### config.mk
export PLATFORM = sky130hd
export DESIGN_NAME = alu_arbiter
export DESIGN_NICKNAME = d
export VERILOG_FILES = /design/src/rtl/alu_arbiter.sv
export SDC_FILE = /design/constraint.sdc
export NUM_CORES = 1
export LEC_CHECK = 0
export CORE_AREA = 2 2 149 151
export DETAILED_ROUTE_END_ITERATION = 6
export DIE_AREA = 0 0 151 153
export PLACE_DENSITY = 0.72
export SYNTH_ARGS = -nofsm -noshare
export SYNTH_HDL_FRONTEND = slang
export SYNTH_SLANG_ARGS = --single-unit
### constraint.sdc
create_clock -name clk -period 1.7 [get_ports clk]
set_input_delay 0.34 -clock clk [delete_from_list [all_inputs] [get_ports clk]]
set_output_delay 0.34 -clock clk [all_outputs]
set_load 0.01 [all_outputs]
### src/rtl/alu_arbiter.sv
// Round-robin arbiter sharing one ALU between requesters A and B.
// Latches the winner's operands, pulses alu_en, waits ALU_LAT cycles, returns the result.
//
// state | meaning
// IDLE  | ready may assert; arbitration between A and B
// ISSUE | alu_en high for exactly one cycle
// WAIT  | settle down-counter running, result captured on exit
// RESP  | one-cycle response pulse to the granted requester
module alu_arbiter #(
    parameter int unsigned ALU_LAT = 1
) (
    input  logic        clk,
    input  logic        rst_n,
    input  logic        a_valid,
    input  logic        b_valid,
    output logic        a_ready,
    output logic        b_ready,
    input  logic        a_r,
    input  logic        a_i,
    input  logic        b_r,
    input  logic        b_i,
    input  logic [31:0] a_op1,
    input  logic [31:0] a_op2,
    input  logic [31:0] a_imm,
    input  logic [31:0] b_op1,
    input  logic [31:0] b_op2,
    input  logic [31:0] b_imm,
    input  logic [3:0]  a_opcode,
    input  logic [3:0]  b_opcode,
    output logic        a_rsp_valid,
    output logic        b_rsp_valid,
    output logic [31:0] rsp_result,
    output logic        alu_en,
    output logic        alu_r,
    output logic        alu_i,
    output logic [31:0] alu_op1,
    output logic [31:0] alu_op2,
    output logic [31:0] alu_imm,
    output logic [3:0]  alu_opcode,
    input  logic [31:0] alu_result
);

    typedef enum logic [1:0] {IDLE, ISSUE, WAIT, RESP} state_t;

    localparam logic [3:0] LAT_M1 = 4'(ALU_LAT - 1);

    state_t     state, state_nxt;
    logic [3:0] cnt;
    logic       last_b;
    logic       hs;

    always_comb begin
        state_nxt = state;
        a_ready   = 1'b0;
        b_ready   = 1'b0;
        case (state)
            IDLE: begin
                // contention goes to whoever was not granted last
                a_ready = a_valid & (~b_valid | last_b);
                b_ready = b_valid & (~a_valid | ~last_b);
                if (a_ready | b_ready) state_nxt = ISSUE;
            end
            ISSUE: state_nxt = WAIT;
            WAIT:  if (cnt == 4'd0) state_nxt = RESP;
            RESP:  state_nxt = IDLE;
            default: state_nxt = IDLE;
        endcase
    end

    assign hs          = a_ready | b_ready;
    assign alu_en      = (state == ISSUE);
    assign a_rsp_valid = (state == RESP) & ~last_b;
    assign b_rsp_valid = (state == RESP) & last_b;

    always_ff @(posedge clk or negedge rst_n) begin
        if (!rst_n) begin
            state      <= IDLE;
            cnt        <= 4'd0;
            last_b     <= 1'b1;
            alu_r      <= 1'b0;
            alu_i      <= 1'b0;
            alu_op1    <= 32'd0;
            alu_op2    <= 32'd0;
            alu_imm    <= 32'd0;
            alu_opcode <= 4'd0;
            rsp_result <= 32'd0;
        end else begin
            state <= state_nxt;
            if (hs) begin
                last_b     <= b_ready;
                alu_r      <= b_ready ? b_r      : a_r;
                alu_i      <= b_ready ? b_i      : a_i;
                alu_op1    <= b_ready ? b_op1    : a_op1;
                alu_op2    <= b_ready ? b_op2    : a_op2;
                alu_imm    <= b_ready ? b_imm    : a_imm;
                alu_opcode <= b_ready ? b_opcode : a_opcode;
            end
            if (state == ISSUE) begin
                cnt <= LAT_M1;
            end else if (state == WAIT && cnt != 4'd0) begin
                cnt <= cnt - 4'd1;
            end
            if (state == WAIT && cnt == 4'd0) begin
                rsp_result <= alu_result;
            end
        end
    end

endmodule

==> results.txt, run 1 <==
status: finished with violations
failing checks: setup timing
total grt overflow: 0
RR Endpoint: rsp_result[28]
layout cell share with drive strength beyond 1: 15.0%
DIE HEIGHT: 153 um
Netlist cell types: 30
critical path launch point type: register
clock share of power: 19.2%
drt first-iter violations: 432
Sequential Power Share: 28.0%
Critical Path RT: 1360 ps
FF+latch count, synth: 141
DR vias/cell: 5.12
Pre-antenna DRT Iters: 7
sw power: 0.00762 W
first-pass GRT wire length: 37.9 mm
Mapped Area: 6580 um^2
reg2reg start: state[0]
Avg Cell Area, Syn: 9.44 um^2
Clock Skew: 9.43 ps
vias in the first global route: 6715
Internal Pwr Total: 0.0134 W
Antenna Nets Post-Route: 0
Synth Warn #: 0
Fill cells: 1855
Synth Flop Type: dfrtp_1
crit path kind: reg -> out
Util after Layout: 56.7%
Vias: 7100
Slew headroom: 76.2%
# H-tree levels: 4
Placed Cells: 1338
Post-synth EDFFs: 0
hpwl dp: 18.5 mm
ANT cells: 0
post-route minimum period: 1710 ps
CTS tree: yes
WL final: 26.9 mm
Clk Latency, worst-skew pair: 420 ps
Combinational Power Share: 52.8%
Sw Share: 36.3%
Core Footprint: 21500 um^2
crit path DAT: 1370 ps
GRT Total Usage: 21.2%
fin nets: 1339
maximum vdd ir drop: 0.851 mV
final hold vios: 0
Clock Tree Buf Depth: 2
worst setup margin: -13.8 ps
IO Pins: 379
area grow syn2layout: 85.3%
Final setup viols: 11
CTS buffer count: 17
Post-Syn Nets: 943
largest net degree at the start of global routing: 68
CP Max Fanout: 3
CTS root buffer: clkbuf_16
crit path capture type: output port
initial antenna violation count: 0
HP Class: in -> async
leakage: 5.19 nW
RSZ-0062 raised after global routing: yes
Final Max Slew Viols: 0
Initial Util: 30.6%
final period utilization: 101%
async set-or-reset flop fraction in the synthesized netlist: 100%
post-route insts no fill: 1386
RD Place Congestion: 0.857
I/O Buffers: 378
die area: 23100 um^2
CTS Sinks: 141
R2R Setup Slk: -10 ps
Worst-Margin Slew: 357 ps
Reg2Reg Depth: 7
std cell rows: 54
CTS clk-pin slew, worst paths: 70 ps
Horiz. Die Dim: 151 um
Max Cap Viol: 0
PD cells: 1720 nW/um^2
Post-route DRC: 0
per-cell routed wire length: 19.4 um
Mapped Cells: 697
Seq/Total Area, Yosys: 53.7%
Peak Freq: 583 MHz
[layout make-up]
class / count / area (um^2) / area share [%]
clock buffers: 19 / 453 / 3.72
clock inverters: 13 / 178 / 1.46
inverters: 5 / 18.8 / 0.154
multi-input cells: 481 / 2860 / 23.5
flip-flops and latches: 141 / 3530 / 29.0
well taps: 280 / 350 / 2.87
repair buffers: 447 / 4800 / 39.4
[cells in the final DEF (no fill, tap or decap), drive strengths merged]
| cell type | instances |
|---|---|
| o21a | 1 |
| mux2 | 33 |
| dlymetal6s2s | 64 |
| nor4b | 1 |
| nor2b | 1 |
| nand3 | 104 |
| buf | 68 |
| clkbuf | 25 |
| nand2b | 2 |
| o22a | 1 |
| ha | 6 |
| nor3b | 1 |
| clkinv | 3 |
| a31oi | 102 |
| o31ai | 1 |
| o21ai | 104 |
| dfstp | 1 |
| or3b | 2 |
| nand2 | 6 |
| nor2 | 108 |
| a22oi | 1 |
| mux2i | 1 |
| bufinv | 3 |
| clkinvlp | 2 |
| dfrtp | 140 |
| inv | 10 |
| dlygate4sd2 | 15 |
| a21oi | 2 |
| dlygate4sd3 | 1 |
| and2 | 4 |
| clkdlybuf4s50 | 293 |
[how the worst max path moves through the flow]
stage | from | end | slack, ps | cells past startpoint
global placement | a_valid | b_ready | -290 | 4
CTS | state[1] | a_ready | -30 | 5
floorplan | state[0] | rsp_result[10] | 20 | 5
detailed placement | a_valid | b_ready | -280 | 4
finish | state[1] | a_ready | -10 | 5
global route | state[1] | a_ready | -70 | 5
[cells by family (layout without fill, tap and decap cells)]
logic type                 after synthesis  after routing  synth area share [%]
AOI/OAI and AO/OA                      212            212                  18.3
DFF                                    141            141                  53.7
buffers and inverters                   75            484                  5.19
and+or+nand+nor                        229            229                  16.0
muxes                                   34             34                  5.80
adders and majority gates                6              6                  1.14
[per-stage QoR]
stage | setup WS (ps) | hold WS (ps) | area [um^2] | power (W) | TNS, ps
5_1_grt | -74.8 | 387 | 12200 | 0.0223 | -2360
3_3_place_gp | -293 | 222 | 11000 | 0.0162 | -13110
3_5_place_dp | -278 | 225 | 11000 | 0.0164 | -17230
4_1_cts | -25.5 | 343 | 11700 | 0.0205 | -86.6
2_1_floorplan | 15.7 | 44.4 | 6590 | 0.0106 | 0
6_report | -13.8 | 380 | 12200 | 0.0210 | -67.4
[cell usage after synthesis (2+ instances only)]
| library cell | n | area (um^2) |
|---|---|---|
| a21oi_1 | 2 | 10.0 |
| o21ai_0 | 104 | 521 |
| a31oi_1 | 102 | 638 |
| buf_2 | 24 | 120 |
| buf_6 | 3 | 33.8 |
| ha_1 | 6 | 75.1 |
| nor2_1 | 108 | 405 |
| and2_2 | 2 | 15.0 |
| inv_1 | 5 | 18.8 |
| clkbuf_1 | 40 | 150 |
| mux2_2 | 33 | 372 |
| buf_4 | 2 | 15.0 |
| nand2_1 | 6 | 22.5 |
| and2_1 | 2 | 12.5 |
| dfrtp_1 | 140 | 3500 |
| nand3_1 | 104 | 521 |
[per-layer routing]
layer | GRT usage [%] | up-vias | wire length [um]
met2 | 36.4 | 296 | 13500
li1 | - | 3309 | -
met3 | 4.99 | 32 | 1840
met4 | 5.74 | 0 | 483
met1 | 26.6 | 3463 | 11100
met5 | 0 | - | 0
[sequential cells by signal, indices dropped and copies added (netlist names)]
register    count
alu_imm        32
alu_op1        32
alu_op2        32
rsp_result     32
alu_opcode      4
cnt             4
state           2
alu_i           1
alu_r           1
last_b          1
[power groups by stage]
stage                     clock [W]  combinational [W]  sequential (W)
after CTS                   0.00409             0.0105         0.00592
after detailed placement          0             0.0105         0.00598
after global placement            0             0.0103         0.00588
after floorplan                   0            0.00391         0.00668
after global routing        0.00426             0.0119         0.00609
final                       0.00404             0.0111         0.00589
[worst max-delay path, cell delays in order (launching register included)]
cell     delay, ps
dfrtp_1        400
inv_2           90
ha_4           160
nand2_2         60
a21oi_2        100
buf_2          140
[what timing repair did]
action | CTS | global route
hold buffers | 1 | 0
buffers inserted | 2 | 6
resized for setup | 54 | 93
hold endpoints to repair | 21 | 0
endpoints found under the setup margin | 83 | 135
pin swaps | 5 | 36
gates cloned | 0 | 7
No activity file was read; power rests on OpenSTA's default activity.
==> inputs of run 2 (changes only) <==
==> config.mk (replaced) <==
export PLATFORM = sky130hd
export DESIGN_NAME = alu_arbiter
export DESIGN_NICKNAME = d
export VERILOG_FILES = /design/src/rtl/alu_arbiter.sv
export SDC_FILE = /design/constraint.sdc
export NUM_CORES = 1
export LEC_CHECK = 0
export ABC_AREA = 1
export CORE_AREA = 2 2 148 150
export DETAILED_ROUTE_END_ITERATION = 6
export DIE_AREA = 0 0 150 152
export PLACE_DENSITY = 0.73
export RECOVER_POWER = 50
export SYNTH_ARGS = -nofsm -noshare
export SYNTH_HDL_FRONTEND = slang
export SYNTH_SLANG_ARGS = --single-unit
==> run 2 against run 1 <==
The run still ends with setup timing left; via count is 5.8% higher; register-to-register slack better by 80 ps; first-iteration DRC count is 19% lower; non-clock buffer count is 34 lower; critical path depth is 1 higher; synthesized cell count is 39% higher; clock-buffer cell count is 1 higher; maximum frequency is 3.7% lower; wire length is 8.8% lower; sequential power is 1% higher; critical path type unchanged; critical endpoint unchanged.
==> results.txt, run 2 <==
Mapped Area: 7090 um^2
R2R Setup Slk: 70 ps
PD cells: 1640 nW/um^2
RD Place Congestion: 0.817
Tot Pwr: 0.0193 W
Avg Cell Area, Syn: 7.33 um^2
top cell type's share of synthesized area: 49.4%
CP Max Fanout: 2
Synth Warn #: 0
area leader, netlist: dfrtp_1
largest family of logic cells by synthesized area: simple AND/OR/NAND/NOR gates
FF+latch count, synth: 141
Post-route DRC: 0
Clock Skew: 14.0 ps
crit path capture type: output port
Netlist cell types: 20
Antenna Nets Post-Route: 0
HP Class: in -> reg
Clock Tree Buf Depth: 2
critical path launch point type: register
Core Footprint: 21400 um^2
GRT Total Usage: 20.9%
fin nets: 1584
std cell rows: 54
drt first-iter violations: 350
crit path DAT: 1440 ps
CTS clk-pin slew, worst paths: 60 ps
async set-or-reset flop fraction in the synthesized netlist: 100%
CTS Sinks: 141
Mapped Cells: 967
Initial Util: 33.2%
Synth Area in Adders: 1.06%
Clk Latency, worst-skew pair: 420 ps
RR Endpoint: alu_op1[31]
Post-synth EDFFs: 0
DIE HEIGHT: 152 um
DR vias/cell: 4.61
Worst-Margin Slew: 868 ps
vias in the first global route: 7256
final hold vios: 0
total grt overflow: 0
Final setup viols: 2
most common cell after layout, fill and taps aside: clkdlybuf4s50_1
layout cell share with drive strength beyond 1: 6.29%
worst setup margin: -80.4 ps
largest net degree at the start of global routing: 65
Synth Flop Type: dfrtp_1
Reg2Reg Depth: 9
WL final: 24.5 mm
Peak Freq: 562 MHz
reg2reg start: state[0]
Seq/Total Area, Yosys: 49.8%
compound-cell area share of the yosys netlist: 9.96%
worst hold stages: 3
post-route minimum period: 1780 ps
first-pass GRT wire length: 37.6 mm
CTS buffer count: 17
CTS tree: yes
# H-tree levels: 4
Vias: 7514
crit path kind: reg -> out
initial antenna violation count: 0
RSZ-0062 raised after global routing: yes
I/O Buffers: 378
failing checks: setup timing
dpl ws: -251 ps
Pre-antenna DRT Iters: 4
hpwl dp: 17.5 mm
ANT cells: 0
post-synthesis mux area share: 0%
most frequent cells after synthesis: nand2_1, inv_1, dfrtp_1
CTS root buffer: clkbuf_16
Critical Path RT: 1360 ps
Synth Area in XOR/XNOR: 0%
leakage: 5.88 nW
Post-Synth Simple-Gate Area: 27.2%
count leader, synth: nand2_1
worst hold start: alu_result[15]
commonest non-fill, non-tap cells in the layout: clkdlybuf4s50_1, nand2_1, inv_1
Slew headroom: 42.1%
Max Cap Viol: 0
synth top area cells: dfrtp_1, nand2_1, o21ai_1
IO Pins: 379
die area: 22800 um^2
hold worst-path end: rsp_result[15]
maximum vdd ir drop: 0.895 mV
per-cell routed wire length: 15.0 um
status: finished with violations
final period utilization: 105%
area grow syn2layout: 66.3%
Final Max Slew Viols: 0
Post-Syn Nets: 1213
Horiz. Die Dim: 150 um
[run 2: cell types whose count changed in the layout (fill, tap and decap cells not counted), moves of 63 or more]
| cell | previous run | this run |
|---|---|---|
| o21ai_0 | 103 | 2 |
| nand2_1 | 3 | 251 |
| dlymetal6s2s_1 | 64 | 1 |
| o21ai_1 | 1 | 133 |
| inv_1 | 1 | 143 |
| a31oi_1 | 102 | 0 |
[run 2: logic make-up after synthesis]
group | count (synthesis)
AND/OR/NAND/NOR | 472
adder cells (fa/ha/maj) | 6
flip-flops | 141
AO/OA/AOI/OAI | 141
buffers and inverters | 207
[run 2: worst max-delay path by stage]
stage          startpoint       to  slack (ps)  cells past startpoint
2_1_floorplan    state[0]  a_ready          10                      6
3_3_place_gp      a_valid  b_ready        -250                      5
3_5_place_dp      a_valid  b_ready        -250                      5
4_1_cts          state[1]  a_ready        -100                      6
5_1_grt          state[0]  a_ready        -140                      6
6_report         state[0]  a_ready         -80                      6
[run 2: power by group]
group          switching, W  internal (W)
Clock               0.00152       0.00191
Sequential         0.000902       0.00506
Combinational       0.00519       0.00468
[run 2: cell type report]
cell class | instances | area (um^2)
inverter | 146 | 548
sequential | 141 | 3530
tap | 280 | 350
clock inverter | 12 | 88.8
clock buffer | 20 | 447
multi-input combinational | 619 | 2780
timing repair buffer | 413 | 4040
fill | 2067 | 9570
[run 2: worst max-delay path, stage by stage (launching register included)]
cell and delay [ps]:
dfrtp_1 380, inv_2 80, ha_4 140, buf_6 110, nand2_4 50, a21oi_2 130
buf_2 150
[run 2: repair_timing]
action / 4_1_cts / 5_1_grt
pin swaps: 1 / 2
hold buffers: 1 / 0
setup endpoints to repair: 84 / 87
endpoints found under the hold margin: 27 / 0
setup buffers: 2 / 4
gates resized for setup: 58 / 62
[run 2: per-layer routing]
metal	wire [um]	track usage, %
met5	0	0
met4	641	7.46
met3	1910	6.16
met1	9580	24.2
met2	12400	36.3
[run 2: stage by stage]
step / hold slack [ps] / instance area, um^2 / cells / TNS, ps / utilization [%]
floorplan: 44.4 / 7090 / 967 / 0 / -
global placement: 264 / 11300 / 1593 / -15890 / 53.1
detailed placement: 265 / 11300 / 1593 / -16280 / 53.1
CTS: 374 / 11900 / 1628 / -102 / 55.6
global route: 466 / 11800 / 1631 / -3310 / 55.2
finish: 459 / 11800 / 1631 / -84.5 / 55.2
==> patch 1 (settings of run 1) <==
Make the reset (`rst_n`) synchronous in one clocked block.
--- a/src/rtl/alu_arbiter.sv
+++ b/src/rtl/alu_arbiter.sv
@@ -72,7 +72,7 @@
     assign a_rsp_valid = (state == RESP) & ~last_b;
     assign b_rsp_valid = (state == RESP) & last_b;
 
-    always_ff @(posedge clk or negedge rst_n) begin
+    always_ff @(posedge clk) begin
         if (!rst_n) begin
             state      <= IDLE;
             cnt        <= 4'd0;
Function: differs if rst_n is asserted again (counterexample within 4 cycles, from zero or initial values and one cycle with rst_n low); with rst_n held inactive, the same outputs for 10 cycles.
==> patch 1 against run 1 <==
  * Utilization is 5.1 points lower
  * Setup slack better by 0.050 ns
  * Area after synthesis is 6.0% lower
  * Highest routed layer unchanged
  * Sequential cell count stayed put
  * Final area is 8.9% lower
  * Clock skew is 0.0038 ns higher
  * Power is 20% lower
  * Critical path type unchanged
  * Sequential power is 14% lower
  * Wire length is 7.1% lower
==> patch 1: results <==
metrics = {
    "global_routing": {
        "grt_pass1_vias": 6880,
        "grt_pass1_wl_um": 37500,
        "grt_use_total_pct": 20.4,
        "grt_antenna_before_repair": 2,
        "grt_max_degree": 69,
    },
    "drt": {
        "dr.pass1.iters": 5,
        "dr.first_iter.drc_count": 490,
        "dr_total_vias": 7319,
        "wirelength_um": 25000,
    },
    "critical_path": {
        "cp_slowest_cell": "clkdlybuf4s50_1",
        "startpoint": "rsp_result[29]",
        "cp_max_fo": 2,
        "cp_top_family": "buffers and inverters",
        "max_stage_delay_ns": 0.57,
        "r2r_start": "state[1]",
        "crit_arrival_ns": 1.32,
    },
    "placed_design": {
        "dpl_worst_slack_ns": -0.445,
        "place.gp.congestion": 0.807,
        "port_buffers": 378,
        "post-dp-hpwl_um": 16700,
    },
    "synthesis": {
        "synth.avg_cell_area_um2": 7.92,
        "async_flop_share_pct": 0,
        "synth_seq_area_share_pct": 45.6,
        "synth_nets": 1026,
        "synthDistinctLibCells": 32,
        "yosys-top-cells-count": "o21ai_0, dfxtp_1, nand3_1",
        "synth_area_leaders": "dfxtp_1, o21ai_0, a31oi_1, nand3_1, nand2_1",
        "netlist.area_leader.share_pct": 45.6,
    },
    "hold_path": {
        "hold_class": "in -> reg",
    },
    "status": {
        "status": "complete, no violations",
    },
    "final_layout": {
        "n_fill_cell": 2046,
        "fin_nets": 1370,
        "drive_above_1_share_pct": 8.08,
    },
    "pwr": {
        "ir_drop_uv": 550,
    },
    "timing": {
        "worst_pin_slew_ns": 0.382,
        "setup-violations-final": 0,
        "fin_skew_ns": 0.0133,
    },
}
[patch 1: cell types whose count changed in the layout (fill, tap and decap cells not counted), moves of 46 or more]
cell,run 1,this run
nand2_1,3,67
nor2_1,107,2
clkdlybuf4s50_1,293,339
o21ai_0,103,206
dfxtp_1,0,139
dfrtp_1,140,0
[patch 1: path summary, 6_finish.rpt]
kind / to / slack, ns / cells past startpoint
worst min register to register: rsp_result[12] / 0.45 / 2
worst max-delay path: rsp_result[29] / 0.04 / 1
worst min-delay path: last_b / 0.20 / 2
worst max register to register: alu_op2[24] / 0.11 / 7
[patch 1: cell type report]
cell class / count / area share, %
inverter: 6 / 0.203
clock inverter: 13 / 1.36
multi-input combinational: 544 / 27.1
tap: 280 / 3.16
timing repair buffer: 415 / 38.8
sequential: 141 / 25.5
antenna: 1 / 0.0225
clock buffer: 19 / 3.99
[patch 1: report_power, final]
| part | internal, W | switching [W] | leakage [nW] |
|---|---|---|---|
| Sequential | 0.00447 | 0.000575 | 1.16 |
| Clock | 0.00223 | 0.00158 | 0.278 |
| Combinational | 0.00386 | 0.00412 | 2.84 |
| Total | 0.0106 | 0.00627 | 4.28 |
[patch 1: timing repair]
| action | in CTS | in global routing |
|---|---|---|
| gates cloned | 0 | 1 |
| gates resized for setup | 33 | 40 |
| pin swaps | 0 | 2 |
| hold endpoints to repair | 0 | 0 |
| setup endpoints to repair | 11 | 64 |
| setup buffers | 0 | 1 |
[patch 1: per-layer routing]
layer,global-route usage (%),vias to the layer above,share of wire (%)
met3,6.60,35,8.5
met2,34.6,341,48
met4,6.36,0,2.1
met5,0,-,0
li1,-,3536,-
met1,24.3,3407,41
[patch 1: stage by stage]
step	area (um2)	util, %	setup TNS, ns
after floorplan	6180	-	0
after global placement	10400	48.2	-35.14
after detailed placement	10400	48.2	-34.34
after CTS	10900	50.9	-0.0795
after global routing	11100	51.7	-0.00542
final	11100	51.7	0
[patch 1: kinds of logic after synthesis]
| logic type | after synthesis | synth area share (%) |
|---|---|---|
| xor+xnor | 1 | 0.142 |
| buf+inv | 96 | 6.88 |
| fa+ha+maj | 5 | 1.01 |
| compound gates | 350 | 32.0 |
| flops | 141 | 45.6 |
| mux | 1 | 0.162 |
| simple gates | 187 | 14.1 |
==> patch 2 (config.mk and constraints of run 1) <==
Without the edit above. Re-encode `state_t` (4 states) as Gray code, 2 bits wide.
--- a/src/rtl/alu_arbiter.sv
+++ b/src/rtl/alu_arbiter.sv
@@ -40,7 +40,7 @@
     input  logic [31:0] alu_result
 );
 
-    typedef enum logic [1:0] {IDLE, ISSUE, WAIT, RESP} state_t;
+    typedef enum logic [1:0] {IDLE = 2'b00, ISSUE = 2'b01, WAIT = 2'b11, RESP = 2'b10} state_t;
 
     localparam logic [3:0] LAT_M1 = 4'(ALU_LAT - 1);
 
Function: same outputs for any inputs over 10 cycles, from zero or initial values and one cycle with rst_n low; not proved beyond that.
==> patch 2 against run 1 <==
  * The flow still finishes with violations (negative setup slack)
  * Sequential cell count stayed put
  * Area after synthesis is 9.5% higher
  * Wire length is 0.64% lower
  * Power is 9.7% lower
  * Global-route usage is 1.3 points higher
  * Final area hardly changed
  * Via count is 2.2% higher
  * Synthesized cell count is 0.57% higher
  * Setup slack worse by 0.11 ns
==> patch 2: results <==
metrics = {
    "drt": {
        "dr.pass1.iters": 4,
        "wirelength_um": 26700,
        "dr.first_iter.drc_count": 352,
        "dr_total_vias": 7255,
    },
    "final_layout": {
        "fin_nets": 1297,
        "synthToLayoutAreaGrowth_pct": 69.2,
        "n_fill_cell": 1883,
        "drive_above_1_share_pct": 12.1,
    },
    "status": {
        "violations": "negative setup slack",
        "status": "finished with violations",
    },
    "pwr": {
        "ir_drop_uv": 845,
        "p_leak_nw": 5.58,
    },
    "critical_path": {
        "reg2reg_depth": 6,
        "cp_max_fo": 13,
        "crit_arrival_ns": 2.12,
        "reg2reg_to": "rsp_result[0]",
        "startpoint": "cnt[0]",
        "cp-endpoint": "rsp_result[0]",
    },
    "synthesis": {
        "synth-adder-area-share_pct": 0.347,
        "synth_compound_area_share_pct": 30.6,
        "synth_mux_area_share_pct": 6.98,
        "synthDistinctLibCells": 32,
        "synth_seq_area_share_pct": 49.0,
        "synth_area_leaders": "dfrtp_1, o2111ai_1, o211ai_1, o21ai_0, mux2_4",
        "yosys-top-cells-count": "dfrtp_1, inv_1, o21ai_0",
    },
    "placed_design": {
        "dpl_worst_slack_ns": -0.347,
        "placed_area_um2": 11400,
        "post-dp-hpwl_um": 17900,
        "place.gp.congestion": 0.787,
    },
    "global_routing": {
        "grt_use_total_pct": 22.5,
        "grt_pass1_wl_um": 40900,
        "grt_max_degree": 86,
    },
    "timing": {
        "fin_skew_ns": 0.0121,
        "final.setup.worst_slack_ns": -0.120,
        "maxSlewHeadroom_pct": 58.9,
        "setup-violations-final": 36,
    },
    "hold_path": {
        "hold_class": "in -> reg",
    },
}
-- patch 2: logic make-up after synthesis --
kind of cell             Yosys count
buffers and inverters            193
adder cells (fa/ha/maj)            2
AO/OA/AOI/OAI                    311
flip-flops                       141
AND/OR/NAND/NOR                   19
multiplexers                      35
-- patch 2: worst max-delay path: stages, from the launching register on --
cell and delay (ns):
dfrtp_1 0.39, inv_2 0.06, ha_1 0.13, or3b_4 0.41, nor2_8 0.19, buf_12 0.19
mux2_4 0.31
-- patch 2: metrics by stage --
stage | TNS [ns] | cells | total power, W | hold slack (ns)
after floorplan | -0.736 | 701 | 0.0103 | 0.0444
after global placement | -23.27 | 1312 | 0.0153 | 0.248
after detailed placement | -23.20 | 1312 | 0.0154 | 0.242
after CTS | -4.71 | 1347 | 0.0192 | 0.315
after global routing | -5.62 | 1348 | 0.0201 | 0.354
final | -3.52 | 1348 | 0.0190 | 0.344
-- patch 2: what timing repair did --
item | CTS | global route
setup buffers | 1 | 1
endpoints found under the hold margin | 24 | 0
gates cloned | 1 | 0
hold buffers | 1 | 0
setup endpoints to repair | 103 | 134
gates resized for setup | 54 | 84
pin swaps | 3 | 1
-- patch 2: worst min path at each step --
stage,from,end,depth (start not counted)
finish,a_valid,last_b,3
floorplan,rst_n,alu_i,0
detailed placement,rst_n,alu_op2[3],1
global route,a_valid,last_b,3
CTS,a_valid,last_b,3
global placement,rst_n,alu_op2[3],1
-- patch 2: layout make-up --
type / instances / area share [%]
Timing Repair Buffer: 419 / 36.1
Sequential cell: 141 / 29.0
Multi-Input combinational cell: 367 / 24.0
Clock buffer: 18 / 3.52
Inverter: 109 / 3.37
Tap cell: 280 / 2.87
Clock inverter: 14 / 1.10
-- patch 2: layer usage --
layer / track usage [%] / up-vias / routed length [um]
met3: 6.00 / 52 / 2380
met5: 0 / - / 0
li1: - / 3332 / -
met2: 37.1 / 345 / 13000
met4: 9.17 / 0 / 808
met1: 27.8 / 3526 / 10500
-- patch 2: power by group --
| group | internal, W | switching (W) | total, W |
|---|---|---|---|
| combinational | 0.00506 | 0.00445 | 0.00951 |
| sequential | 0.00499 | 0.000844 | 0.00584 |
| clock | 0.00204 | 0.00160 | 0.00365 |
| total | 0.0121 | 0.00690 | 0.0190 |
